### config.mk
export PLATFORM = sky130hd
export DESIGN_NAME = mem_bus_arbiter
export DESIGN_NICKNAME = d
export VERILOG_FILES = /design/src/rtl/mem_bus_arbiter.sv
export SDC_FILE = /design/constraint.sdc
export NUM_CORES = 1
export LEC_CHECK = 0
export ABC_AREA = 1
export CAP_MARGIN = 20
export CORE_AREA = 8 8 110 112
export CTS_CLUSTER_SIZE = 40
export DETAILED_ROUTE_END_ITERATION = 10
export DIE_AREA = 0 0 118 120
export PLACE_DENSITY = 0.74
export SETUP_SLACK_MARGIN = 0.05
export SLEW_MARGIN = 20
export SYNTH_ARGS = -nofsm -noshare
export SYNTH_HDL_FRONTEND = slang
export SYNTH_SLANG_ARGS = --single-unit
### constraint.sdc
create_clock -name clk -period 2.8 [get_ports clk]
set_clock_uncertainty 0.1 [all_clocks]
set_input_delay 0.56 -clock clk [delete_from_list [all_inputs] [get_ports clk]]
set_output_delay 0.56 -clock clk [all_outputs]
set_load 0.005 [all_outputs]
### src/rtl/mem_bus_arbiter.sv
// Arbitrates the data bus between the CPU MEM stage and one external burst master.
// Define ARB_STARVE_GUARD_EN to force a grant after STARVE_LIMIT contended cycles.
module mem_bus_arbiter #(
  parameter int BURST_MAX    = 8,
  parameter int STARVE_LIMIT = 4
) (
  input  logic        clk,
  input  logic        reset,
  input  logic        cpu_mem_read,
  input  logic        cpu_mem_write,
  input  logic [31:0] cpu_addr,
  input  logic [31:0] cpu_wdata,
  output logic [31:0] cpu_rdata,
  output logic        cpu_stall,
  input  logic        ext_req,
  input  logic        ext_we,
  input  logic [31:0] ext_addr,
  input  logic [31:0] ext_wdata,
  input  logic        ext_last,
  output logic        ext_gnt,
  output logic        ext_valid,
  output logic [31:0] ext_rdata,
  output logic        bus_read,
  output logic        bus_write,
  output logic [31:0] bus_addr,
  output logic [31:0] bus_wdata,
  input  logic [31:0] bus_rdata
);

  localparam logic [0:0] S_CPU = 1'b0;
  localparam logic [0:0] S_EXT = 1'b1;

  localparam int BW = $clog2(BURST_MAX + 1);
  localparam logic [BW-1:0] BEAT_LAST = BW'(BURST_MAX - 1);

  logic [0:0]    state_q, state_d;
  logic [BW-1:0] beat_cnt_q, beat_cnt_d;
  logic          ext_valid_q;
  logic [31:0]   ext_rdata_q;
  logic          cpu_access_s;
  logic          beat_s;
  logic          starve_hit_s;
  logic          enter_s;

  assign cpu_access_s = cpu_mem_read | cpu_mem_write;
  assign ext_gnt      = (state_q == S_EXT);
  assign beat_s       = ext_gnt & ext_req;
  assign enter_s      = (state_q == S_CPU) & ext_req & (~cpu_access_s | starve_hit_s);
  assign ext_valid    = ext_valid_q;
  assign ext_rdata    = ext_rdata_q;
  assign cpu_rdata    = bus_rdata;

`ifdef ARB_STARVE_GUARD_EN
  localparam int SW = $clog2(STARVE_LIMIT + 1);
  localparam logic [SW-1:0] STARVE_MAX = SW'(STARVE_LIMIT);

  logic [SW-1:0] starve_cnt_q, starve_cnt_d;

  assign starve_hit_s = (starve_cnt_q == STARVE_MAX);

  // Count contended cycles while the CPU keeps the bus; saturate at the limit.
  always_comb begin
    starve_cnt_d = starve_cnt_q;
    if (state_q != S_CPU) begin
      starve_cnt_d = starve_cnt_q;
    end else if (enter_s || !ext_req) begin
      starve_cnt_d = '0;
    end else if (starve_cnt_q != STARVE_MAX) begin
      starve_cnt_d = starve_cnt_q + SW'(1);
    end else begin
      starve_cnt_d = starve_cnt_q;
    end
  end

  always_ff @(posedge clk) begin
    if (reset) begin
      starve_cnt_q <= '0;
    end else begin
      starve_cnt_q <= starve_cnt_d;
    end
  end
`else
  logic unused_starve_limit_s;

  assign starve_hit_s          = 1'b0;
  assign unused_starve_limit_s = (STARVE_LIMIT > 0);
`endif

  // Ownership FSM and burst beat counter.
  always_comb begin
    state_d    = state_q;
    beat_cnt_d = beat_cnt_q;
    case (state_q)
      S_CPU: begin
        if (enter_s) begin
          state_d    = S_EXT;
          beat_cnt_d = '0;
        end else begin
          state_d = S_CPU;
        end
      end
      S_EXT: begin
        if (!ext_req) begin
          state_d = S_CPU;
        end else begin
          beat_cnt_d = beat_cnt_q + BW'(1);
          if (ext_last || (beat_cnt_q == BEAT_LAST)) begin
            state_d = S_CPU;
          end else begin
            state_d = S_EXT;
          end
        end
      end
      default: begin
        state_d    = S_CPU;
        beat_cnt_d = '0;
      end
    endcase
  end

  // Bus ownership mux; the stalled CPU access is replayed by the pipeline later.
  always_comb begin
    if (state_q == S_EXT) begin
      bus_read  = beat_s & ~ext_we;
      bus_write = beat_s & ext_we;
      bus_addr  = ext_addr;
      bus_wdata = ext_wdata;
      cpu_stall = cpu_access_s;
    end else begin
      bus_read  = cpu_mem_read;
      bus_write = cpu_mem_write;
      bus_addr  = cpu_addr;
      bus_wdata = cpu_wdata;
      cpu_stall = 1'b0;
    end
  end

  always_ff @(posedge clk) begin
    if (reset) begin
      state_q     <= S_CPU;
      beat_cnt_q  <= '0;
      ext_valid_q <= 1'b0;
      ext_rdata_q <= 32'h0000_0000;
    end else begin
      state_q     <= state_d;
      beat_cnt_q  <= beat_cnt_d;
      ext_valid_q <= beat_s;
      if (beat_s && !ext_we) begin
        ext_rdata_q <= bus_rdata;
      end else begin
        ext_rdata_q <= ext_rdata_q;
      end
    end
  end

endmodule

==> results of run 1 <==
## logic make-up after synthesis
family,count (synthesis),share of synthesized area
adders and majority gates,1,0.00511
DFF,38,0.311
and+or+nand+nor,280,0.434
buffers and inverters,63,0.165
AOI/OAI and AO/OA,41,0.0848
## flip-flops by register name (all words and copies together) (netlist names)
register and flops:
beat_cnt_q 4, ext_gnt 1, ext_rdata 32, ext_valid 1
## layout by cell type (no fill, tap or decap), drive strengths merged
cell / Yosys / final
clkbuf: 5 / 5
nand3: 2 / 2
bufinv: 0 / 1
clkdlybuf4s50: 0 / 299
clkinv: 0 / 2
ha: 1 / 1
nor2: 73 / 73
a21oi: 4 / 4
dfxtp: 38 / 38
nand2: 205 / 205
o21ai: 36 / 36
o21bai: 1 / 1
buf: 50 / 6
inv: 8 / 8
## layer usage
layer  global-route usage  up-vias  routed length, µm
met5                    0        -                  0
met4               0.0520        0                282
met3               0.0874       15               1740
met2                0.327      203               6690
met1                0.206     1565               5330
li1                     -     1771                  -
## stage by stage
step / instances / total power, mW / utilization / instance area, µm² / hold slack (ns)
6_report: 821 / 1.59 / 0.515 / 5410 / 0.404
5_1_grt: 821 / 1.68 / 0.515 / 5410 / 0.440
4_1_cts: 821 / 1.62 / 0.515 / 5410 / 0.411
3_5_place_dp: 813 / 1.15 / 0.505 / 5300 / 0.389
3_3_place_gp: 813 / 1.14 / 0.505 / 5300 / 0.376
2_1_floorplan: 423 / 0.707 / - / 2450 / 0.376
## tightest hold or removal path, cell delays in order, from the launching register on
cell,delay [ns]
dfxtp_1,0.33
o21ai_1,0.06
nor2_1,0.08
## final timing paths
path | slack [ns] | cells past startpoint | endpoint
setup / recovery | 0.14 | 4 | bus_write
hold / removal | 0.40 | 2 | ext_rdata[0]$_SDFFE_PP0P_
setup reg to reg | 1.36 | 5 | ext_rdata[29]$_SDFFE_PP0P_
hold reg to reg | 0.40 | 2 | ext_rdata[0]$_SDFFE_PP0P_
## cell type report
class	count	area, µm²
clock buffers	5	68.8
clock inverters	3	40.0
fillers	1015	5100
inverters	8	30.0
multi-input cells	322	1280
flip-flops and latches	38	762
well taps	140	175
repair buffers	305	3050
## power by group through the flow
stage                     combinational [mW]  clock, mW  sequential, mW
after floorplan                        0.142          0           0.565
after global placement                 0.579          0           0.565
after detailed placement               0.582          0           0.565
after CTS                              0.586      0.482           0.553
after global routing                   0.628      0.502           0.554
final                                  0.580      0.461           0.553
==> results.yml, run 1 <==
routing:
  number_of_iterations_in_the_first_detailed_routing_pass: 4
  route.vias.total: 3554
  via_per_inst: 4.33
  drt_drc_violations_left: 0
  drt-wirelength-per-cell_um: 17.1
  ant_nets: 0
  drt_iter0_drc: 199
  drt-total-wl_um: 14000
critical_path:
  cpLargestDelayFamily: "buffers and inverters"
  crit_path_end_kind: "output pin"
  timing.rr.start: "ext_gnt$_SDFF_PP0_"
  slowest_delay_ns: 0.58
  critical_path.cell_chain: "clkdlybuf4s50_1, nand2_2, o21ai_0, clkdlybuf4s50_1"
  cp_data_required_time_ns: 2.14
  cpMaxStageDelayCell: "clkdlybuf4s50_1"
  critical-path-top-cell-by-count: "clkdlybuf4s50_1"
  worst_ep_arrival_time_ns: 2.00
  start_kind: "input port"
  startpoint: "ext_req"
  crit_fanout: 8
  timing_worst_setup_path_type: "input port to output pin"
  timing.critical_path.buf_inv: 2
timing:
  slew_of_the_pin_with_the_lowest_slew_margin_ns: 0.350
  final_tns_setup_ns: 0
  period_share: 0.949
  timing.max_slew.rel_slack: 0.767
  final_period_minus_worst_setup_slack_ns: 2.66
  post-route-worst-setup-slack_ns: 0.144
  report.final.slew_viol_count: 0
  total_setup_violations_reported_at_the_end_of_the_flow: 0
  rsz0062_at_grt: "false"
  max_freq_mhz: 376
  timing_hold_violations_final: 0
clock_tree:
  cts_hold_buf: 0
  cts.clk_slew.worst_paths_ns: 0.07
  cts.path.max_buffers: 2
  cts_made_buffers: 5
  worstSkewPairLatency_ns: 0.28
  cts_tree: "built"
  cts_setup_buffers: 0
  htree_num_levels: 2
  cts_root_buf: "clkbuf_8"
  tritoncts_num_sinks: 38
  cts.repair.resized: 0
placed_design:
  detailedPlacementHpwl_um: 11900
  dp_slack_ns: 0.157
  io_buffer_count: 299
  rd_place_congestion: 0.968
pwr:
  p_per_area_nw_per_um2: 294
  netSwitchingFraction: 0.241
  net-switching-power_mw: 0.384
  cellLeakagePower_nw: 2.40
  p_int_mw: 1.21
  share_clk_of_total_power: 0.289
  sequentialPowerShare: 0.347
  ir_worst_vdd_mv: 0.355
  combinational_power_share: 0.364
grt:
  grt_usage: 0.190
  grt_first_pass_wirelength_um: 21300
  antenna_violations_before_repair: 0
  pin_count_of_the_biggest_net_entering_global_routing: 64
  via_count_of_the_first_global_routing_pass: 3684
  grt-ovfl-total: 0
floorplanning:
  die_ar_um2: 14200
  start_util: 0.233
  io_pins: 300
  die-height_um: 120
  coreArea_um2: 10500
  num_rows: 38
  fp.dieW_um: 118
yosys:
  syn_area_per_cell_um2: 5.79
  mappedNetlistArea_um2: 2450
  synth_edf_count: 0
  synth_most_common_cell: "nand2_1"
  synthFlopType: "dfxtp_1"
  yosysTopAreaCellShare: 0.313
  synth_async_sr_flop_share: 0
  ys_warn_count: 0
  yosysUniqueCellTypes: 18
  synth.top_cells.by_area: "nand2_1, dfxtp_1, nor2_1"
  netlist_top_cells_count: "nand2_1, nor2_1, dfxtp_1, buf_4, o21ai_0"
  seq_area_frac_synth: 0.311
  netlist_instances: 423
  mappedNetlistNets: 591
  synth_largest_area_cell: "nand2_1"
  synth.ff_latch_count: 38
run_status:
  status: "finished clean"
min_path:
  worst_min_delay_path_startpoint: "ext_rdata[0]$_SDFFE_PP0P_"
  timing.hold.worst.class: "register to register"
flow_run:
  maxCapViolations: 0
cells_and_area:
  area_growth_pct: 121
  antenna_cells: 0
  nets: 848
  drive_gt1_frac: 0.0279
No activity file was read; power rests on OpenSTA's default activity.
==> run 2: changes to the inputs <==
--- a/config.mk
+++ b/config.mk
@@ -11,6 +11,7 @@
 export CTS_CLUSTER_SIZE = 40
 export DETAILED_ROUTE_END_ITERATION = 10
 export DIE_AREA = 0 0 118 120
+export GPL_TIMING_DRIVEN = 0
 export PLACE_DENSITY = 0.74
 export SETUP_SLACK_MARGIN = 0.05
 export SLEW_MARGIN = 20
==> results.yml, run 2 (same netlist as run 1, synthesis figures left out) <==
routing:
  drt_drc_violations_left: 0
  drt-wirelength-per-cell_um: 17.0
  ant_nets: 0
  via_per_inst: 4.21
  route.vias.total: 3681
  drt_iter0_drc: 194
  drt-total-wl_um: 14900
  number_of_iterations_in_the_first_detailed_routing_pass: 4
flow_run:
  maxCapViolations: 0
floorplanning:
  die-height_um: 120
  fp.dieW_um: 118
  die_ar_um2: 14200
  num_rows: 38
  start_util: 0.233
  coreArea_um2: 10500
  io_pins: 300
pwr:
  cellLeakagePower_nw: 2.62
  p_per_area_nw_per_um2: 273
  design_power_total_mw: 1.57
  ir_worst_vdd_mv: 0.230
clock_tree:
  cts_hold_buf: 0
  worstSkewPairLatency_ns: 0.28
  cts_made_buffers: 5
  htree_num_levels: 2
  cts.path.max_buffers: 2
  cts_root_buf: "clkbuf_8"
  cts_tree: "built"
  cts.clk_slew.worst_paths_ns: 0.08
  tritoncts_num_sinks: 38
grt:
  pin_count_of_the_biggest_net_entering_global_routing: 13
  via_count_of_the_first_global_routing_pass: 3863
  grt-ovfl-total: 0
  grt_first_pass_wirelength_um: 22400
  use_met3: 0.0958
  globalRouteMet2Util: 0.365
  grt_usage: 0.200
  antenna_violations_before_repair: 7
  global_route.usage.met1: 0.203
  grt_busiest_layer: "met2"
placed_design:
  placed_area_um2: 5620
  rd_place_congestion: 0.973
  detailedPlacementHpwl_um: 13100
  io_buffer_count: 299
cells_and_area:
  nets: 898
  filler_cell_count: 1016
  post-route-util: 0.546
  layout.cells.most_common: "clkdlybuf4s50_1"
  multi_input_comb_area_um2: 1290
  most-common-layout-cells: "clkdlybuf4s50_1, nand2_1, nor2_1, dfxtp_1, buf_4"
  area_growth_pct: 134
  layout.cell_area.non_filler_um2: 5740
  flip_flop_count_of_the_largest_register_all_copies_and_words_added: 32
  drive_gt1_frac: 0.0848
  sequential_cell_area_um2: 761
critical_path:
  critical_path.cell_chain: "clkdlybuf4s50_1, nor2_4, inv_2, buf_6, nand2_1, clkdlybuf4s50_1"
  crit_path_end_kind: "output pin"
  timing.rr.start: "ext_gnt$_SDFF_PP0_"
  worst_ep_arrival_time_ns: 1.94
  cpMaxStageDelayCell: "clkdlybuf4s50_1"
  timing.reg2reg.setup_slack_ns: 1.43
  r2r.worst_path.cells: 6
  r2r_path_end: "ext_rdata[28]$_SDFFE_PP0P_"
  cp_data_required_time_ns: 2.14
  start_kind: "input port"
  slowest_delay_ns: 0.52
  critical-path-top-cell-by-count: "clkdlybuf4s50_1"
  timing_worst_setup_path_type: "input port to output pin"
  crit_fanout: 10
timing:
  rsz0062_at_grt: "true"
  post_route_hold_slack_ns: 0.403
  timing_hold_violations_final: 0
  report.final.slew_viol_count: 0
  timing.max_slew.rel_slack: 0.707
  slew_of_the_pin_with_the_lowest_slew_margin_ns: 0.440
  final_period_minus_worst_setup_slack_ns: 2.60
  total_setup_violations_reported_at_the_end_of_the_flow: 0
  final_tns_setup_ns: 0
  max_freq_mhz: 384
  period_share: 0.930
min_path:
  worst_min_delay_path_startpoint: "ext_rdata[0]$_SDFFE_PP0P_"
  hold_depth: 2
  timing.hold.worst.class: "register to register"
  timing.hold.worst_endpoint: "ext_rdata[0]$_SDFFE_PP0P_"
run_status:
  status: "finished clean"
[run 2: report_power, final]
part / internal (mW) / switching, mW / leakage (nW)
clock: 0.198 / 0.198 / 0.0472
combinational: 0.429 / 0.189 / 2.27
sequential: 0.548 / 0.00467 / 0.307
[run 2: per-layer routing]
metal / part of all wire / up-vias
met5: 0.0023 / -
met4: 0.015 / 6
met3: 0.11 / 21
met2: 0.49 / 188
met1: 0.38 / 1581
li1: - / 1885
[run 2: area by class of cell]
| type | count | share of cell area |
|---|---|---|
| Clock inverter | 2 | 0.00218 |
| Inverter | 8 | 0.00523 |
| Multi-Input combinational cell | 322 | 0.225 |
| Tap cell | 140 | 0.0305 |
| Antenna cell | 4 | 0.00174 |
| Sequential cell | 38 | 0.133 |
| Timing Repair Buffer | 300 | 0.523 |
| Clock buffer | 6 | 0.0144 |
| Buffer | 55 | 0.0663 |
[run 2: timing repair]
item                       CTS  global route
gates cloned                 0             0
setup endpoints to repair    1            12
setup buffers                1             0
gates resized for setup      2             4
pin swaps                    1             0
[run 2: how the worst max path moves through the flow]
stage | cells after the start | end | from
CTS | 5 | bus_addr[21] | ext_gnt$_SDFF_PP0_
detailed placement | 7 | bus_read | ext_req
finish | 6 | bus_read | ext_we
floorplan | 5 | bus_read | ext_req
global placement | 7 | bus_read | ext_req
global route | 6 | bus_wdata[29] | ext_gnt$_SDFF_PP0_
[run 2: worst max-delay path, delay by kind of cell]
kind          cells  cell delay (ns)
buf+inv           4             1.21
simple gates      2             0.17
[run 2: per-stage QoR]
step                      setup WS, ns  instances
after detailed placement       -0.0691        862
after CTS                       0.0771        871
final                            0.197        875
after global placement         -0.0640        862
after floorplan                   1.07        423
after global routing            0.0455        874
==> patch 1: new RTL, settings of run 1 <==
`BURST_MAX`: 8 -> 16.
--- a/src/rtl/mem_bus_arbiter.sv
+++ b/src/rtl/mem_bus_arbiter.sv
@@ -2,5 +2,5 @@
 // Define ARB_STARVE_GUARD_EN to force a grant after STARVE_LIMIT contended cycles.
 module mem_bus_arbiter #(
-  parameter int BURST_MAX    = 8,
+  parameter int BURST_MAX    = 16,
   parameter int STARVE_LIMIT = 4
 ) (
Behaviour: not the same (a bounded check fails within 10 cycles, from zero or initial values and one cycle with reset high).
==> patch 1 against run 1 <==
Hold slack lost 0.021 ns. Sequential cell count increased by 1. Utilization rose by 0.92 points. Cell area increased by 1.8%. Routed wire length fell by 2.4%. Setup slack better by 0.017 ns. Total power increased by 2.3%. Synthesized area increased by 3.4%.
==> patch 1: results (changes against run 1) <==
| Metric | Value |
|---|---|
| First-pass GRT wire length | 20.4 mm (was 21.3 mm) |
| Final Cycle Share | 0.943 (was 0.949) |
| Status | finished clean (unchanged) |
| GRT Resource Usage Total | 0.181 (was 0.190) |
| Layout cells sized above 1 | 0.0304 (was 0.0279) |
| Area post-placement | 5380 µm² (was 5300 µm²) |
| Vias/cell | 4.22 (was 4.33) |
| VDD IR-drop max | 292 µV (was 355 µV) |
| R2R Setup Slk | 1.40 ns (was 1.36 ns) |
| Largest net degree at the start of global routing | 40 (was 64) |
| Worst hold slack | 0.383 ns (was 0.404 ns) |
| DRT Wirelength | 13.7 mm (was 14.0 mm) |
| P_leak | 2.46 nW (was 2.40 nW) |
| Reg-to-reg endpoint | ext_rdata[5]$_SDFFE_PP0P_ (was ext_rdata[29]$_SDFFE_PP0P_) |
| Slowest-stage cell, CP | clkdlybuf4s50_1 (unchanged) |
| Most frequent cells after synthesis | 206 x nand2_1, 72 x nor2_1, 39 x dfxtp_1 (was 204 x nand2_1, 72 x nor2_1, 38 x dfxtp_1) |
| CP max FO | 6 (was 8) |
| GPL Wtd Cong | 0.866 (was 0.968) |
| Top cells by area, synth | dfxtp_1 31%, nand2_1 31%, nor2_1 11% (was nand2_1 31%, dfxtp_1 31%, nor2_1 11%) |
| Syn nets | 601 (was 591) |
| Dpl hpwl | 11.8 mm (was 11.9 mm) |
| Worst slew pin tran | 0.450 ns (was 0.350 ns) |
| Dpl cells | 823 (was 813) |
| Avg Inst Size Synth | 5.86 µm² (was 5.79 µm²) |
| Placement Setup Slack | 0.133 ns (was 0.157 ns) |
| Worst setup path endpoint | bus_write (unchanged) |
| WL/cell | 16.5 µm (was 17.1 µm) |
| Arrival time worst endpoint | 1.98 ns (was 2.00 ns) |
| Hold Startpoint | beat_cnt_q[4]$_SDFFE_PP0P_ (was ext_rdata[0]$_SDFFE_PP0P_) |
| Seq/Total Area, Yosys | 0.308 (was 0.311) |
| Compound-Gate Fraction of Synth Area | 0.0835 (was 0.0848) |
-- patch 1: cell types whose count changed in the layout (fill, tap and decap cells not counted), moves of 2 or more --
cell / delta
diode_2: +2
buf_4: +2
nand2_1: +2
inv_1: +2
-- patch 1: report_power, final --
part	switching [W]	internal [W]	total (W)
registers	0.00000457	0.000562	0.000566
logic	0.000177	0.000401	0.000579
clock network	0.000196	0.000288	0.000485
total	0.000379	0.00125	0.00163
-- patch 1: layout make-up --
class / count / area, µm²
antenna: 2 / 5.00
clock buffer: 6 / 82.6
clock inverter: 2 / 35.0
fill: 1000 / 5000
inverter: 10 / 40.0
multi-input combinational: 327 / 1320
sequential: 39 / 782
tap: 140 / 175
timing repair buffer: 307 / 3070
-- patch 1: per-layer routing --
layer	up-vias	track usage	wire length, µm
met5	-	0	11
met4	2	0.0360	126
met3	9	0.0742	1320
met2	182	0.330	6860
met1	1511	0.194	5390
li1	1811	-	-
==> patch 2: new RTL, flow settings as in run 1 <==
Made on the original files. Build with the macro `ARB_STARVE_GUARD_EN` defined.
--- a/src/rtl/mem_bus_arbiter.sv
+++ b/src/rtl/mem_bus_arbiter.sv
@@ -1,4 +1,6 @@
 // Arbitrates the data bus between the CPU MEM stage and one external burst master.
 // Define ARB_STARVE_GUARD_EN to force a grant after STARVE_LIMIT contended cycles.
+`define ARB_STARVE_GUARD_EN
+
 module mem_bus_arbiter #(
   parameter int BURST_MAX    = 8,
Check against the original RTL: not equivalent (Yosys sat finds a counterexample within 10 cycles, from zero or initial values and one cycle with reset high).
==> patch 2 against run 1 <==
Utilization grew 1.7 points. Sequential power up 8.1%. Sequential cell count grew 3. Global-route usage shrank 1.6 points. Combinational power increased by 3%. Setup slack improved by 0.047 ns. Synthesized area increased by 7.9%. First-iteration DRC count decreased by 8.5%. Total power increased by 4.5%. Routed wire length is 5.8% lower. Cell area up 3.4%. Die area unchanged. Critical path type unchanged. Largest cell class unchanged.
==> patch 2: results (changes against run 1) <==
| Metric | Value |
|---|---|
| Vias in the first global route | 3680 (was 3684) |
| Initial antenna violation count | 1 (was 0) |
| Root buffer cell | clkbuf_8 (unchanged) |
| DRT Wirelength | 13.2 mm (was 14.0 mm) |
| Area share of xor/xnor cells in the synthesized design | 0 (unchanged) |
| Worst slew pin tran | 0.894 ns (was 0.350 ns) |
| Layout cells sized above 1 | 0.0374 (was 0.0279) |
| Top cells by area, synth | dfxtp_1 31%, nand2_1 29%, buf_4 9.4% (was nand2_1 31%, dfxtp_1 31%, nor2_1 11%) |
| P_leak | 2.48 nW (was 2.40 nW) |
| Remaining DRCs | 0 (unchanged) |
| DRT iter0 DRCs | 182 (was 199) |
| Largest net degree at the start of global routing | 65 (was 64) |
| Synth warnings | 0 (unchanged) |
| GPL Wtd Cong | 0.862 (was 0.968) |
| Syn nets | 609 (was 591) |
| Placement Setup Slack | 0.172 ns (was 0.157 ns) |
| Compound-Gate Fraction of Synth Area | 0.0905 (was 0.0848) |
| VDD IR-drop max | 275 µV (was 355 µV) |
| Async SR Flop Fraction | 0 (unchanged) |
| CP max FO | 6 (was 8) |
| Most frequent cells after synthesis | 205 x nand2_1, 64 x nor2_1, 41 x dfxtp_1 (was 204 x nand2_1, 72 x nor2_1, 38 x dfxtp_1) |
| Max FFs per register | 32 (unchanged) |
| Synth cell types | 22 (was 18) |
| Via Count | 3581 (was 3554) |
| Final setup fails | 0 (unchanged) |
| HP Class | reg -> reg (unchanged) |
| Seq/Total Area, Yosys | 0.311 (about the same) |
| Clock slew at reported path FFs | 0.07 ns (about the same) |
| First-pass GRT wire length | 20.3 mm (was 21.3 mm) |
| Nets@finish | 865 (was 848) |
| Mux contribution to synthesized area | 0 (unchanged) |
| Status | finished clean (unchanged) |
| GRT Resource Usage Total | 0.174 (was 0.190) |
| DR pass1 iterations | 4 (unchanged) |
| Adder-cell share of the synthesized area | 0.0142 (was 0.00511) |
| Fill cell count | 998 (was 1015) |
| Dpl hpwl | 11.2 mm (was 11.9 mm) |
| Arrival time worst endpoint | 1.95 ns (was 2.00 ns) |
| # port buffers | 299 (unchanged) |
| Worst-Skew Late Latency | 0.29 ns |
## patch 2: cell types whose count changed after synthesis, sizes merged, moves of 2 or more
| cell | delta |
|---|---|
| a21oi | +5 |
| clkbuf | +3 |
| dfxtp | +3 |
| buf | -2 |
| ha | +2 |
| nand2 | +2 |
| nand4 | +2 |
## patch 2: layout make-up
type | instances | share of cell area
inverter | 7 | 0.00515
multi-input combinational | 335 | 0.251
sequential | 41 | 0.147
antenna | 1 | 0.000448
clock buffer | 6 | 0.0130
timing repair buffer | 305 | 0.546
clock inverter | 2 | 0.00694
tap | 140 | 0.0313
## patch 2: worst max-delay path, cell delays in order
cell             delay (ns)
clkdlybuf4s50_1        0.53
nand2_4                0.11
nor2_8                 0.12
inv_4                  0.03
nand2_1                0.05
clkdlybuf4s50_1        0.54
## patch 2: metal layers
layer  global-route usage  share of wire  vias up
met5                    0              0        -
met4               0.0424          0.015        0
met3               0.0672          0.092       15
met2                0.313           0.51      177
met1                0.188           0.39     1555
li1                     -              -     1834
## patch 2: metrics by stage
step	power, W	cells	hold WS (ns)	instance area [µm²]
CTS	0.00169	836	0.385	5590
global placement	0.00120	828	0.360	5480
detailed placement	0.00121	828	0.374	5480
floorplan	0.000766	439	0.347	2640
global route	0.00176	837	0.409	5590
finish	0.00166	837	0.383	5590
## patch 2: path summary, 6_finish.rpt
| kind | start | to | slack [ns] | cells after the start |
|---|---|---|---|---|
| worst max-delay path | ext_req | bus_read | 0.19 | 6 |
| worst min-delay path | starve_cnt_q[0]$_SDFFE_PP0P_ | starve_cnt_q[0]$_SDFFE_PP0P_ | 0.38 | 2 |
| worst max register to register | ext_gnt$_SDFF_PP0_ | ext_rdata[18]$_SDFFE_PP0P_ | 1.10 | 6 |
| worst min register to register | starve_cnt_q[0]$_SDFFE_PP0P_ | starve_cnt_q[0]$_SDFFE_PP0P_ | 0.38 | 2 |
## patch 2: logic make-up after synthesis
logic type | Yosys count
AND/OR/NAND/NOR | 285
buffers and inverters | 63
adder cells (fa/ha/maj) | 3
AO/OA/AOI/OAI | 47
flip-flops | 41
## patch 2: power breakdown
group | switching [W] | internal [W] | total, W
logic | 0.000188 | 0.000408 | 0.000595
registers | 0.00000594 | 0.000592 | 0.000598
clock network | 0.000203 | 0.000268 | 0.000470
total | 0.000396 | 0.00127 | 0.00166
